**src/rtl/fifo_bist_pkg.sv**
```systemverilog
// Shared types and the pattern generator for the FIFO RAM BIST controller.
package fifo_bist_pkg;

    // Widest word/address the pattern function handles; callers truncate.
    localparam int unsigned PAT_DW = 64;
    localparam int unsigned PAT_AW = 32;

    typedef enum logic [2:0] {
        ST_IDLE,
        ST_WRITE,
        ST_READ,
        ST_DRAIN,
        ST_DONE
    } bist_state_t;

    typedef enum logic [1:0] {
        PAT_WALK1   = 2'd0,
        PAT_WALK0   = 2'd1,
        PAT_CHECKER = 2'd2,
        PAT_ADDR    = 2'd3
    } bist_pattern_t;

    // Data word for one address; walking patterns come from the rotating register.
    function automatic logic [PAT_DW-1:0] bist_pattern(
        input logic [PAT_AW-1:0] addr,
        input logic [PAT_DW-1:0] rot_reg,
        input bist_pattern_t     sel
    );
        logic [PAT_DW-1:0] word;
        word = '0;
        case (sel)
            PAT_WALK1:   word = rot_reg;
            PAT_WALK0:   word = ~rot_reg;
            PAT_CHECKER: begin
                for (int unsigned i = 0; i < PAT_DW; i++) begin
                    word[i] = ~(i[0] ^ addr[0]);
                end
            end
            PAT_ADDR:    word = PAT_DW'(addr);
            default:     word = '0;
        endcase
        return word;
    endfunction

endpackage

```
**src/rtl/fifo_bist_ctrl_compare.sv**
```systemverilog
// Read-latency alignment pipe plus mismatch capture for the RAM BIST.
module bist_compare #(
    parameter int unsigned DATA_WIDTH = 8,
    parameter int unsigned ADDR_WIDTH = 4,
    parameter int unsigned RD_LATENCY = 1
) (
    input  logic                  clk,
    input  logic                  rst_n,
    input  logic                  clear,
    input  logic                  flush,
    input  logic                  in_valid,
    input  logic [DATA_WIDTH-1:0] in_expected,
    input  logic [ADDR_WIDTH-1:0] in_addr,
    input  logic [DATA_WIDTH-1:0] rdata,
    output logic [DATA_WIDTH-1:0] expected,
    output logic                  fail,
    output logic [ADDR_WIDTH-1:0] fail_addr,
    output logic [ADDR_WIDTH:0]   fail_count
);

    localparam int unsigned CW   = ADDR_WIDTH + 1;
    localparam int unsigned LAST = RD_LATENCY - 1;

    logic                  vld_q  [RD_LATENCY];
    logic [DATA_WIDTH-1:0] exp_q  [RD_LATENCY];
    logic [ADDR_WIDTH-1:0] addr_q [RD_LATENCY];
    logic                  mismatch_c;

    for (genvar g = 0; g < RD_LATENCY; g++) begin : g_stage
        logic                  v_in;
        logic [DATA_WIDTH-1:0] e_in;
        logic [ADDR_WIDTH-1:0] a_in;

        if (g == 0) begin : g_head
            assign v_in = in_valid;
            assign e_in = in_expected;
            assign a_in = in_addr;
        end else begin : g_body
            assign v_in = vld_q[g-1];
            assign e_in = exp_q[g-1];
            assign a_in = addr_q[g-1];
        end

        // One pipe stage; payload only moves with a valid entry so EXPECTED holds after a run.
        always_ff @(posedge clk or negedge rst_n) begin
            if (!rst_n) begin
                vld_q[g]  <= 1'b0;
                exp_q[g]  <= '0;
                addr_q[g] <= '0;
            end else if (clear) begin
                vld_q[g]  <= 1'b0;
                exp_q[g]  <= '0;
                addr_q[g] <= '0;
            end else begin
                vld_q[g] <= v_in && !flush;
                if (v_in) begin
                    exp_q[g]  <= e_in;
                    addr_q[g] <= a_in;
                end
            end
        end
    end

    assign expected   = exp_q[LAST];
    assign mismatch_c = vld_q[LAST] && !flush && (rdata != exp_q[LAST]);

    // Sticky fail flag, first failing address and saturating fail count.
    always_ff @(posedge clk or negedge rst_n) begin
        if (!rst_n) begin
            fail       <= 1'b0;
            fail_addr  <= '0;
            fail_count <= '0;
        end else if (clear) begin
            fail       <= 1'b0;
            fail_addr  <= '0;
            fail_count <= '0;
        end else if (mismatch_c) begin
            fail <= 1'b1;
            if (!fail) begin
                fail_addr <= addr_q[LAST];
            end
            if (fail_count != '1) begin
                fail_count <= fail_count + CW'(1);
            end
        end
    end

endmodule

```
**src/rtl/fifo_bist_ctrl.sv**
```systemverilog
// BIST controller for the FIFO dual-port RAM: write pattern, read back, compare.
module fifo_bist_ctrl
    import fifo_bist_pkg::*;
#(
    parameter int unsigned DATA_WIDTH = 8,
    parameter int unsigned ADDR_WIDTH = 4,
    parameter int unsigned RD_LATENCY = 1
) (
    input  logic                  CLK,
    input  logic                  RST,
    input  logic                  BIST_EN,
    input  logic                  START,
    input  logic [1:0]            PATTERN,
    input  logic [DATA_WIDTH-1:0] RDATA,
    output logic                  CTRL_WINC,
    output logic                  CTRL_RINC,
    output logic [ADDR_WIDTH-1:0] ADDR,
    output logic [DATA_WIDTH-1:0] DATA,
    output logic [ADDR_WIDTH-1:0] READ_ADDR,
    output logic [DATA_WIDTH-1:0] EXPECTED,
    output logic                  BUSY,
    output logic                  DONE,
    output logic                  FAIL,
    output logic [ADDR_WIDTH-1:0] FAIL_ADDR,
    output logic [ADDR_WIDTH:0]   FAIL_COUNT
);

    localparam logic [ADDR_WIDTH-1:0] LAST_ADDR = {ADDR_WIDTH{1'b1}};
    localparam logic [DATA_WIDTH-1:0] ROT_INIT  = DATA_WIDTH'(1);
    localparam logic [2:0]            DRAIN_END = 3'(RD_LATENCY);

    bist_state_t           state_q, state_n;
    bist_pattern_t         pat_q, pat_n;
    logic [ADDR_WIDTH-1:0] cnt_q, cnt_n;
    logic [DATA_WIDTH-1:0] rot_q, rot_n;
    logic [2:0]            drain_q, drain_n;
    logic                  winc_n, rinc_n, busy_n, done_n;
    logic [ADDR_WIDTH-1:0] addr_n, raddr_n;
    logic [DATA_WIDTH-1:0] data_n, rexp_q, rexp_n;
    logic                  start_c;

    function automatic logic [DATA_WIDTH-1:0] pat_word(
        input logic [ADDR_WIDTH-1:0] a,
        input logic [DATA_WIDTH-1:0] r,
        input bist_pattern_t         s
    );
        return DATA_WIDTH'(bist_pattern(PAT_AW'(a), PAT_DW'(r), s));
    endfunction

    // State, counters and registered RAM-side outputs.
    always_ff @(posedge CLK or negedge RST) begin
        if (!RST) begin
            state_q   <= ST_IDLE;
            pat_q     <= PAT_WALK1;
            cnt_q     <= '0;
            rot_q     <= '0;
            drain_q   <= '0;
            rexp_q    <= '0;
            CTRL_WINC <= 1'b0;
            CTRL_RINC <= 1'b0;
            ADDR      <= '0;
            DATA      <= '0;
            READ_ADDR <= '0;
            BUSY      <= 1'b0;
            DONE      <= 1'b0;
        end else begin
            state_q   <= state_n;
            pat_q     <= pat_n;
            cnt_q     <= cnt_n;
            rot_q     <= rot_n;
            drain_q   <= drain_n;
            rexp_q    <= rexp_n;
            CTRL_WINC <= winc_n;
            CTRL_RINC <= rinc_n;
            ADDR      <= addr_n;
            DATA      <= data_n;
            READ_ADDR <= raddr_n;
            BUSY      <= busy_n;
            DONE      <= done_n;
        end
    end

    // Next state and next output values; the rotating register restarts each phase.
    always_comb begin
        state_n = state_q;
        pat_n   = pat_q;
        cnt_n   = cnt_q;
        rot_n   = rot_q;
        drain_n = drain_q;
        rexp_n  = rexp_q;
        winc_n  = 1'b0;
        rinc_n  = 1'b0;
        addr_n  = ADDR;
        data_n  = DATA;
        raddr_n = READ_ADDR;
        start_c = 1'b0;

        if (!BIST_EN) begin
            state_n = ST_IDLE;
        end else begin
            case (state_q)
                ST_IDLE: begin
                    if (START) begin
                        start_c = 1'b1;
                        state_n = ST_WRITE;
                        pat_n   = bist_pattern_t'(PATTERN);
                        cnt_n   = '0;
                        rot_n   = ROT_INIT;
                        winc_n  = 1'b1;
                        addr_n  = '0;
                        data_n  = pat_word('0, ROT_INIT, pat_n);
                    end
                end
                ST_WRITE: begin
                    if (cnt_q == LAST_ADDR) begin
                        state_n = ST_READ;
                        cnt_n   = '0;
                        rot_n   = ROT_INIT;
                        rinc_n  = 1'b1;
                        raddr_n = '0;
                        rexp_n  = pat_word('0, ROT_INIT, pat_q);
                    end else begin
                        cnt_n   = cnt_q + ADDR_WIDTH'(1);
                        rot_n   = {rot_q[DATA_WIDTH-2:0], rot_q[DATA_WIDTH-1]};
                        winc_n  = 1'b1;
                        addr_n  = cnt_n;
                        data_n  = pat_word(cnt_n, rot_n, pat_q);
                    end
                end
                ST_READ: begin
                    if (cnt_q == LAST_ADDR) begin
                        state_n = ST_DRAIN;
                        drain_n = '0;
                    end else begin
                        cnt_n   = cnt_q + ADDR_WIDTH'(1);
                        rot_n   = {rot_q[DATA_WIDTH-2:0], rot_q[DATA_WIDTH-1]};
                        rinc_n  = 1'b1;
                        raddr_n = cnt_n;
                        rexp_n  = pat_word(cnt_n, rot_n, pat_q);
                    end
                end
                ST_DRAIN: begin
                    if (drain_q == DRAIN_END) begin
                        state_n = ST_DONE;
                    end else begin
                        drain_n = drain_q + 3'd1;
                    end
                end
                ST_DONE: begin
                    state_n = ST_DONE;
                end
                default: begin
                    state_n = ST_IDLE;
                end
            endcase
        end

        busy_n = (state_n == ST_WRITE) || (state_n == ST_READ) || (state_n == ST_DRAIN);
        done_n = (state_n == ST_DONE);
    end

    // Read-data alignment and result capture.
    bist_compare #(
        .DATA_WIDTH (DATA_WIDTH),
        .ADDR_WIDTH (ADDR_WIDTH),
        .RD_LATENCY (RD_LATENCY)
    ) u_compare (
        .clk         (CLK),
        .rst_n       (RST),
        .clear       (start_c),
        .flush       (!BIST_EN),
        .in_valid    (CTRL_RINC),
        .in_expected (rexp_q),
        .in_addr     (READ_ADDR),
        .rdata       (RDATA),
        .expected    (EXPECTED),
        .fail        (FAIL),
        .fail_addr   (FAIL_ADDR),
        .fail_count  (FAIL_COUNT)
    );

endmodule
```
**config.mk**
```make
export PLATFORM = sky130hd
export DESIGN_NAME = fifo_bist_ctrl
export DESIGN_NICKNAME = d
export VERILOG_FILES = /design/src/rtl/fifo_bist_pkg.sv /design/src/rtl/fifo_bist_ctrl_compare.sv /design/src/rtl/fifo_bist_ctrl.sv
export SDC_FILE = /design/constraint.sdc
export NUM_CORES = 1
export LEC_CHECK = 0
export CORE_UTILIZATION = 59
export DETAILED_ROUTE_END_ITERATION = 6
export PLACE_DENSITY_LB_ADDON = 0.08
export SYNTH_ARGS = -nofsm -noshare
export SYNTH_HDL_FRONTEND = slang
export SYNTH_HIERARCHICAL = 1
export SYNTH_SLANG_ARGS = --single-unit
```
**constraint.sdc**
```tcl
create_clock -name CLK -period 4.15 [get_ports CLK]
set_clock_uncertainty 0.2 [all_clocks]
set_input_delay 0.6225 -clock CLK [delete_from_list [all_inputs] [get_ports CLK]]
set_output_delay 0.6225 -clock CLK [all_outputs]
set_load 0.005 [all_outputs]
```
==> results of run 1 <==
-- cell usage in the layout (no fill, tap or decap), drive strengths merged, types with 4 or more instances in the layout --
cell and count:
a211oi 4, a21oi 12, a22o 20, buf 4, clkbuf 10, clkdlybuf4s50 50
clkinv 4, dfrtp 71, ha 13, inv 17, mux2i 19, nand2 32
nand2b 9, nand3 5, nor2 32, nor2b 14, o21ai 17, o31ai 12
xnor2 9
-- metal layers --
layer / track usage / up-vias / routed length [µm]
met5: 0 / - / 0
met4: 0.107 / 0 / 102
li1: - / 1343 / -
met2: 0.424 / 60 / 3730
met1: 0.346 / 1351 / 3530
met3: 0.0404 / 11 / 300
-- critical path: stages, from the launching register on --
cell and delay (ps):
dfrtp_1 520, ha_1 350, and3_1 400, a211o_1 590, clkinv_2 220, a221oi_1 310
-- synthesized netlist by cell type, types with 2 or more instances --
cell	instances
and2_1	3
a221oi_1	2
o211ai_4	2
dfrtp_1	71
clkbuf_1	12
xor2_1	3
ha_1	13
nor3_1	3
o31ai_1	10
buf_2	4
buf_6	3
nor2_1	32
a211oi_1	3
a211o_1	3
nand2b_1	9
or3_1	2
a21oi_1	12
mux2i_1	19
nand4b_1	2
o31ai_2	2
a22o_1	20
nand2_1	32
a2111oi_0	3
xnor2_1	9
o21ai_0	5
inv_1	16
nor3b_1	2
nor2b_1	14
and3_1	2
nand3_1	5
nand4_2	2
o21ai_1	12
nor4bb_1	2
-- where the power goes --
part | internal (µW) | switching (µW)
Combinational | 145 | 158
Sequential | 741 | 52.6
Clock | 213 | 254
Total | 1100 | 464
-- flip-flops by register name, summed over array words and instances, names as in the netlist, 3 cells and up --
name and cells:
DATA 8, rexp_q 8, rot_q 8, u_compare/expected 8
u_compare/fail_count 5, ADDR 4, READ_ADDR 4, cnt_q 4
u_compare/addr_q 4, u_compare/fail_addr 4, drain_q 3, state_q 3
-- through the flow --
| step | util | hold slack (ps) |
|---|---|---|
| finish | 0.729 | 191 |
| global route | 0.729 | 264 |
| CTS | 0.729 | 218 |
| detailed placement | 0.701 | 271 |
| global placement | 0.701 | 260 |
| floorplan | - | 127 |
-- area by class of cell --
type	instances	area [µm²]
clock buffer	10	128
clock inverter	6	37.5
fill	436	1620
inverter	18	68.8
multi-input combinational	245	1710
sequential	71	1780
tap	75	93.8
timing repair buffer	54	528
-- worst paths after layout --
kind | depth (start not counted) | slack (ps) | startpoint | end
max | 5 | 1450 | cnt_q[0]$_DFFE_PN0P_ | DATA[3]$_DFFE_PN0P_
min | 1 | 190 | RST | u_compare/fail_count[3]$_DFFE_PN0P_
max reg2reg | 5 | 1450 | cnt_q[0]$_DFFE_PN0P_ | DATA[3]$_DFFE_PN0P_
min reg2reg | 2 | 290 | ADDR[1]$_DFFE_PN0P_ | ADDR[1]$_DFFE_PN0P_
max in group asynchronous | 2 | 2600 | RST | CTRL_RINC$_DFF_PN0_
min in group CLK | 2 | 290 | ADDR[1]$_DFFE_PN0P_ | ADDR[1]$_DFFE_PN0P_
-- cells by family (layout without fill, tap and decap cells) --
logic type,count (synthesis),after routing,share of synthesized area
AO/OA/AOI/OAI,84,84,0.176
AND/OR/NAND/NOR,116,116,0.163
buffers and inverters,39,88,0.0488
XOR/XNOR,12,12,0.0287
adder cells (fa/ha/maj),13,13,0.0444
flip-flops,71,71,0.485
multiplexers,20,20,0.0550
==> flow_summary.ini, run 1 <==
[die]
io_pins = 52
initial_core_util = 0.615
die_area_um2 = 6530
fp.dieH_um = 80.8
die_w_um = 80.8
num_rows = 28
coreArea_um2 = 5960

[timing]
slew_violations = 0
worstMarginPinSlew_ps = 891
worst_slack_ps = 1450
maxSlewHeadroom = 0.406
finalHoldViolations = 0
tns_ps = 0
period_minus_slack_ps = 2700
rsz0062_at_grt = no
setup_viol = 0
finalCritPeriodShare = 0.651
fmax_mhz = 370

[placement]
dpl_cell_area_um2 = 4180
dp_hpwl_um = 5480
portBuffers = 51
place_ws_ps = 1200
place_inst = 463
gp_congestion = 0.847

[power_and_ir_drop]
ir_worst_vdd_mv = 0.263
p_total_uw = 1560
p_leak_uw = 0.00202
p_per_area_nw_per_um2 = 360

[grt]
grt_max_degree = 41
grt_usage = 0.260
antenna_found_initial = 0
grt_pass1_wl_um = 12700
overflow = 0
first_global_vias = 2697

[layout]
final_nets = 426
finalInstanceArea_um2 = 4340
drive_above_1_share = 0.0743
antennaDiodeCount = 0
synthToLayoutAreaGrowth_pct = 18.5
instances_no_fill = 479

[clock_network]
post_cts_buffers = 0
clk_pin_slew_ps = 80
numCtsBuffers = 9
cts_tree = yes
cts_buffer_depth = 2
cts_sinks = 71
post_cts_resized = 0
cts_max_level = 3
root_buffer = clkbuf_8
clock_latency_ps = 340
hold_buffers = 0

[drt]
wl_per_cell_um = 16.0
firstDrtPassIters = 4
drt-total-wl_um = 7660
post-route-drc-count = 0
ant_nets = 0
drt_iter0_markers = 148
viasPerCell = 5.77
dr_total_vias = 2765

[synthesis]
async_flop_share = 1.00
yosysWarningCount = 6
syn_inst = 355
synth_cell_types = 54
yosysTopAreaCellShare = 0.485
netlist_area_um2 = 3660
synth_nets = 382
seq_area_frac_synth = 0.485
synth_edf_count = 0
synth-seq-cells = 71
ys.flop_type = dfrtp_1
syn_avg_cell_area_um2 = 10.3
synth_top_area_cell = dfrtp_1
synth_area_leaders = dfrtp_1 (48%), mux2i_1 (5.2%), a22o_1 (4.8%)

[status]
outcome = finished clean

[critical_path]
critPathLaunchType = flop
required_ps = 4190
cp_max_fo = 18
cp-end-kind = flop
crit_arrival_ps = 2740
critical_path_class = reg -> reg

[run]
drv_cap = 0

[hold_path]
min_path_type = in -> async
No activity file was read; power rests on OpenSTA's default activity.
==> run 2: changes to the inputs <==
--- a/config.mk
+++ b/config.mk
@@ -5,7 +5,7 @@
 export SDC_FILE = /design/constraint.sdc
 export NUM_CORES = 1
 export LEC_CHECK = 0
-export CORE_UTILIZATION = 59
+export CORE_UTILIZATION = 55
 export DETAILED_ROUTE_END_ITERATION = 6
 export PLACE_DENSITY_LB_ADDON = 0.08
 export SYNTH_ARGS = -nofsm -noshare
==> constraint.sdc (replaced) <==
create_clock -name CLK -period 2.7 [get_ports CLK]
set_clock_uncertainty 0.2 [all_clocks]
set_input_delay 0.405 -clock CLK [delete_from_list [all_inputs] [get_ports CLK]]
set_output_delay 0.405 -clock CLK [all_outputs]
set_load 0.005 [all_outputs]
==> flow_summary.ini, run 2 (synthesis gave the netlist of run 1 again) <==
[critical_path]
ff2ff_path_depth = 5
crit_path_start = cnt_q[1]$_DFFE_PN0P_
cp_max_fo = 13
regToRegSetupSlack_ps = 360
worstSetupEndpoint = DATA[3]$_DFFE_PN0P_
crit_arrival_ps = 2370
critical_path_class = reg -> reg
required_ps = 2730
rr_endpoint = DATA[3]$_DFFE_PN0P_
critPathLaunchType = flop
cp-end-kind = flop
rr_startpoint = cnt_q[1]$_DFFE_PN0P_

[timing]
fmax_mhz = 428
whs_ps = 280
tns_ps = 0
slew_violations = 0
rsz0062_at_grt = no
finalCritPeriodShare = 0.866
worstMarginPinSlew_ps = 749
finalHoldViolations = 0
period_minus_slack_ps = 2340
setup_viol = 0
maxSlewHeadroom = 0.500

[drt]
drt-total-wl_um = 7780
ant_nets = 0
viasPerCell = 5.77
wl_per_cell_um = 15.9
firstDrtPassIters = 4
drt_iter0_markers = 200
dr_total_vias = 2826
post-route-drc-count = 0

[die]
coreArea_um2 = 6390
num_rows = 29
fp.dieH_um = 83.6
die_w_um = 83.6
io_pins = 52
initial_core_util = 0.574
die_area_um2 = 6990

[layout]
instances_no_fill = 490
final_cell_mix = dfrtp_1 (71), clkdlybuf4s50_1 (50), nand2_1 (32), nor2_1 (32), a22o_1 (20)
antennaDiodeCount = 0
final_common_cell = dfrtp_1
drive_above_1_share = 0.0920
final_nets = 435
nFillCells = 485
synthToLayoutAreaGrowth_pct = 24.0

[grt]
antenna_found_initial = 0
overflow = 0
first_global_vias = 2750
grt_max_degree = 41
grt_pass1_wl_um = 13400
grt_usage = 0.244

[power_and_ir_drop]
ir_worst_vdd_mv = 0.500
p_per_area_nw_per_um2 = 625
p_leak_uw = 0.00213

[run]
drv_cap = 0

[status]
outcome = finished clean

[placement]
portBuffers = 51
place_inst = 473
gp_congestion = 0.799
dp_hpwl_um = 5590

[clock_network]
root_buffer = clkbuf_8
numCtsBuffers = 9
cts_tree = yes
clock_latency_ps = 340
cts_buffer_depth = 2
clk_pin_slew_ps = 80
cts_sinks = 71
cts_max_level = 3
post_cts_resized = 0

[hold_path]
min_path_type = reg -> reg
run 2: cell types whose count changed in the layout (fill, tap and decap cells not counted):
cell           delta
clkinvlp_4        -3
clkbuf_8          +1
clkinv_4          +1
buf_4             +6
buf_12            +2
dlygate4sd3_1     +1
clkinv_2          -3
bufinv_16         +4
run 2: per-stage QoR:
stage	total power (µW)	setup slack, ps	cell area, µm²	util
final	2840	362	4540	0.711
after global routing	2970	193	4540	0.711
after CTS	2860	369	4540	0.711
after detailed placement	1720	312	4260	0.668
after global placement	1700	402	4260	0.668
after floorplan	1520	581	3660	-
run 2: power breakdown:
group	total, µW	internal, µW	switching, µW	leakage (µW)
Combinational	489	237	252	0.00104
Clock	1140	735	402	0.000134
Sequential	1210	1140	73.8	0.000958
Total	2840	2110	728	0.00213
run 2: worst max-delay path, stage by stage (launching register included):
cell and delay, ps:
dfrtp_1 390, ha_1 290, and3_1 410, a211o_1 470
clkinv_2 180, a221oi_1 290
run 2: timing repair:
| item | in CTS | in global routing |
|---|---|---|
| setup endpoints to repair | 0 | 0 |
| hold endpoints to repair | 31 | 0 |
| buffers inserted | 0 | 0 |
| hold buffers | 1 | 0 |
run 2: layer usage:
| metal | vias up | track usage | routed length, µm |
|---|---|---|---|
| li1 | 1355 | - | - |
| met1 | 1394 | 0.342 | 3530 |
| met2 | 69 | 0.376 | 3780 |
| met3 | 8 | 0.0396 | 370 |
| met4 | 0 | 0.105 | 94 |
| met5 | - | 0 | 0 |
run 2: layout make-up:
class	instances	area (µm²)	share of cell area
sequential	71	1780	0.391
inverter	18	68.8	0.0151
clock inverter	5	129	0.0284
multi-input combinational	245	1710	0.376
tap	77	96.3	0.0212
timing repair buffer	63	623	0.137
clock buffer	11	141	0.0311
run 2: worst min path at each step:
stage | startpoint | end | slack (ps) | depth (start not counted)
2_1_floorplan | RST | ADDR[0]$_DFFE_PN0P_ | -90 | 0
3_3_place_gp | DATA[5]$_DFFE_PN0P_ | DATA[5]$_DFFE_PN0P_ | 270 | 1
3_5_place_dp | ADDR[1]$_DFFE_PN0P_ | ADDR[1]$_DFFE_PN0P_ | 270 | 2
4_1_cts | ADDR[1]$_DFFE_PN0P_ | ADDR[1]$_DFFE_PN0P_ | 290 | 2
5_1_grt | DATA[5]$_DFFE_PN0P_ | DATA[5]$_DFFE_PN0P_ | 320 | 1
6_report | ADDR[1]$_DFFE_PN0P_ | ADDR[1]$_DFFE_PN0P_ | 280 | 2
